<file path="src/rtl/blinker_top_entity_0.sv">
// LED blinker: a free-running counter sets the blink half-period, and a
// synchronized, edge-detected key press toggles between blinking and holding.
module blinker_top_entity_0 #(
  parameter int CNT_MAX     = 25_000_000,
  parameter int CNT_W       = 32,
  parameter int SYNC_STAGES = 2
) (
  input  logic system1000,
  input  logic system1000_rstn,
  input  logic x_i1,
  output logic topLet_o
);

  typedef enum logic {
    BLINK = 1'b0,
    HOLD  = 1'b1
  } mode_t;

  localparam logic [CNT_W-1:0] CNT_TOP = CNT_W'(CNT_MAX);
  localparam logic [CNT_W-1:0] CNT_ONE = CNT_W'(1);

  logic [SYNC_STAGES-1:0] sync;
  logic                   key_prev;
  mode_t                  mode;
  logic [CNT_W-1:0]       cntr;

  logic key;
  logic press;
  logic tick;

  assign key   = sync[SYNC_STAGES-1];
  assign press = key & ~key_prev;
  assign tick  = (cntr == CNT_TOP);

  // The reset port is active-high despite its name.
  // A tick and a press in the same cycle both read the old mode, so that
  // tick still follows the pre-toggle mode.
  always_ff @(posedge system1000) begin
    if (system1000_rstn) begin
      sync     <= '0;
      key_prev <= 1'b0;
      mode     <= BLINK;
      cntr     <= '0;
      topLet_o <= 1'b0;
    end else begin
      sync     <= {sync[SYNC_STAGES-2:0], x_i1};
      key_prev <= key;
      cntr     <= tick ? '0 : cntr + CNT_ONE;
      if (tick && (mode == BLINK)) begin
        topLet_o <= ~topLet_o;
      end
      if (press) begin
        mode <= (mode == BLINK) ? HOLD : BLINK;
      end
    end
  end

endmodule

</file>
<file path="config.mk">
export PLATFORM = sky130hd
export DESIGN_NAME = blinker_top_entity_0
export DESIGN_NICKNAME = d
export VERILOG_FILES = /design/src/rtl/blinker_top_entity_0.sv
export SDC_FILE = /design/constraint.sdc
export NUM_CORES = 1
export LEC_CHECK = 0
export BUFFER_PORTS_ARGS = -buffer_cell sky130_fd_sc_hd__buf_2
export CAP_MARGIN = 15
export CORE_ASPECT_RATIO = 1.5
export CORE_MARGIN = 3
export CORE_UTILIZATION = 55
export DETAILED_ROUTE_END_ITERATION = 12
export PLACE_DENSITY_LB_ADDON = 0.05
export SYNTH_ARGS = -nofsm -noshare
export SYNTH_HDL_FRONTEND = slang
export SYNTH_SLANG_ARGS = --single-unit
</file>
<file path="constraint.sdc">
create_clock -name system1000 -period 3 [get_ports system1000]
set_input_delay 0.3 -clock system1000 [delete_from_list [all_inputs] [get_ports system1000]]
set_output_delay 0.3 -clock system1000 [all_outputs]
set_load 0.05 [all_outputs]
</file>
==> impl_metrics.env <==
export IMPL_fp_dieW_um=53.7
export IMPL_synthCells=207
export IMPL_cts_resized=0
export IMPL_vias_per_cell=6.18
export IMPL_rsz0062_at_grt="no"
export IMPL_ys_seq_area_frac=0.395
export IMPL_cts_sinks=37
export IMPL_timing_hold_ws_ns=0.231
export IMPL_swShare=0.199
export IMPL_timing_hold_violations_final=0
export IMPL_p_sw_uw=194
export IMPL_rows=25
export IMPL_muxShareOfSynthArea=0.00600
export IMPL_synth_compound_gate_area_share=0.121
export IMPL_fin_crit_sh=0.668
export IMPL_slowest_stage="or4_1"
export IMPL_antenna_cells=0
export IMPL_place_gp_congestion=0.841
export IMPL_nFillCells=288
export IMPL_slew_headroom=0.729
export IMPL_fin_area_um2=1970
export IMPL_antenna_found_initial=0
export IMPL_synth_edf_count=0
export IMPL_core_um2=3220
export IMPL_crit_fanout=12
export IMPL_cap_violations=0
export IMPL_vdd_drop_max_mv=0.356
export IMPL_cts_hold_buf=0
export IMPL_hold_path_class="in2reg"
export IMPL_overflow=0
export IMPL_grtUsageTotal=0.207
export IMPL_syn_area_um2=1880
export IMPL_intPower_uw=779
export IMPL_synth_nets=212
export IMPL_ys_types=36
export IMPL_p_seq_frac=0.518
export IMPL_dr_pass1_iters=4
export IMPL_critPathLaunchType="register"
export IMPL_initial_core_util=0.583
export IMPL_synth_top_family_by_area="simple AND/OR/NAND/NOR gates"
export IMPL_cellPowerDensity_nw_per_um2=494
export IMPL_yosys_area_share_simple=0.330
export IMPL_area_growth_pct=5.00
export IMPL_synth_xor_area_frac=0.0700
export IMPL_layout_setup_ws_ns=0.996
export IMPL_fmax_ghz=0.499
export IMPL_cts_root_buf="clkbuf_8"
export IMPL_routed_wl_um=3660
export IMPL_clock_latency_ns=0.29
export IMPL_final_nets=212
export IMPL_post_cts_buffers=0
export IMPL_clockBufferDepth=2
export IMPL_slowest_delay_ns=0.56
export IMPL_numCtsBuffers=5
export IMPL_period_needed_ns=2.00
export IMPL_dp_final_hpwl_um=2620
export IMPL_htree_levels=2
export IMPL_status="completed"
export IMPL_ant_nets=0
export IMPL_cp_end_kind="register"
export IMPL_synthAdderAreaFrac=0.0133
export IMPL_clkPwrFrac=0.454
export IMPL_die_area_um2=4160
export IMPL_drt_iter0_drc=65
export IMPL_pin_count=4
export IMPL_clk_pin_slew_ns=0.07
export IMPL_critPathKind="reg2reg"
export IMPL_drc=0
export IMPL_finClkSkew_ns=0.00611
export IMPL_drive_gt1_frac=0.115
export IMPL_grt_max_degree=24
export IMPL_path_cells="ha_1 > and4_1 > nand3_4 > or4_1 > a21oi_1"
export IMPL_worstPathArrival_ns=2.23
export IMPL_ys_warn_count=0
export IMPL_grt_pass1_wl_um=6560
export IMPL_pwr_share_comb=0.028
export IMPL_cp_data_required_time_ns=3.23
export IMPL_post_place_ws_ns=1.02
export IMPL_ys_flop_type="dfxtp_1"
export IMPL_total_leakage_power_uw=0.000659
export IMPL_cts_tree="done"
export IMPL_synth_seq_cells=37
export IMPL_worstMarginPinSlew_ns=0.401
export IMPL_port_buffers=3
export IMPL_drv_slew=0
export IMPL_fp_dieH_um=77.5
export IMPL_place_area_um2=1850
export IMPL_synthArstFlopShare=0
export IMPL_fin_tns_setup_ns=0
export IMPL_avgSynthCellArea_um2=9.07
export IMPL_wl_per_cell_um=14.7
export IMPL_vias=1532
export IMPL_grt_pass1_vias=1441
export IMPL_setup_violations_final=0
cells in the final DEF (no fill, tap or decap), drive strengths merged:
master and n:
or2 1, nand4b 2, nand3 15, or3 5, and2 1, xor2 13, a21oi 15, nand4 10
mux2 1, or4 10, dfxtp 37, nor2 21, o31ai 9, xnor2 2, clkbuf 7, buf 5
nor2b 5, o41ai 2, nor3b 1, or4b 1, and3 4, nor4 5, nand2 12, ha 2
inv 5, bufinv 1, o31a 1, o21ba 1, o21ai 5, and4 9
critical path: cells and delay by family, from the launching register on:
| kind | cells | cell delay (ns) |
|---|---|---|
| AO/OA/AOI/OAI | 1 | 0.15 |
| adder cells (fa/ha/maj) | 1 | 0.24 |
| AND/OR/NAND/NOR | 3 | 1.13 |
| flip-flops | 1 | 0.42 |
power groups by stage:
| stage | logic [µW] | clock network (µW) | registers [µW] |
|---|---|---|---|
| floorplan | 23.5 | 0 | 513 |
| global placement | 27.1 | 0 | 514 |
| detailed placement | 27.6 | 0 | 515 |
| CTS | 27.8 | 449 | 503 |
| global route | 31.6 | 477 | 504 |
| finish | 27.4 | 442 | 503 |
kinds of logic (layout without fill, tap and decap cells):
group                      after synthesis  after routing
buffers and inverters                   17             18
and+or+nand+nor                        102            102
AOI/OAI and AO/OA                       33             33
DFF                                     37             37
adders and majority gates                2              2
xor gates and xnor gates                15             15
muxes                                    1              1
area by class of cell:
| class | instances | area [µm²] | share of cell area |
|---|---|---|---|
| multi-input cells | 153 | 1010 | 0.515 |
| flip-flops and latches | 37 | 741 | 0.376 |
| clock buffers | 7 | 86.3 | 0.0438 |
| well taps | 40 | 50.0 | 0.0254 |
| clock inverters | 1 | 30.0 | 0.0152 |
| repair buffers | 5 | 30.0 | 0.0152 |
| inverters | 5 | 18.8 | 0.00952 |
sequential cells by signal, indices dropped and copies added, names as in the netlist:
register  count
key_prev      1
sync          2
mode          1
cntr         32
topLet_o      1
path summary, 6_finish.rpt:
kind / depth (start not counted) / to / slack, ns / startpoint
hold / removal: 2 / sync[0]$_SDFF_PP0_ / 0.23 / x_i1
setup reg to reg: 5 / cntr[20]$_SDFF_PP0_ / 1.0 / cntr[0]$_SDFF_PP0_
hold reg to reg: 1 / sync[1]$_SDFF_PP0_ / 0.45 / sync[0]$_SDFF_PP0_
setup / recovery: 5 / cntr[20]$_SDFF_PP0_ / 1.0 / cntr[0]$_SDFF_PP0_
stage by stage:
stage          utilization  total power, µW  cells
5_1_grt              0.612             1010    248
3_3_place_gp         0.576              541    240
2_1_floorplan            -              536    207
4_1_cts              0.612              980    248
3_5_place_dp         0.576              542    240
6_report             0.612              973    248
per-layer routing:
layer  vias to the layer above  routed length [µm]  global-route usage
li1                        764                   -                   -
met5                         -                   0                   0
met2                        21                1930               0.339
met4                         0                  51              0.0665
met1                       741                1580               0.261
met3                         6                  96              0.0461
cell usage after synthesis, types with 5 or more instances:
cell | count | area (µm²)
nor4_1 | 5 | 31.3
nor2b_1 | 5 | 31.3
and4_1 | 9 | 78.8
nand4_1 | 9 | 56.3
o21ai_0 | 5 | 25.0
nor2_1 | 21 | 78.8
inv_1 | 5 | 18.8
buf_6 | 7 | 78.8
xor2_1 | 13 | 114
or4_1 | 10 | 75.1
a21oi_1 | 14 | 70.1
dfxtp_1 | 37 | 741
nand2_1 | 12 | 45.0
o31ai_1 | 9 | 67.6
nand3_1 | 13 | 65.1
Note: power is estimated with default switching activity, not from simulation.
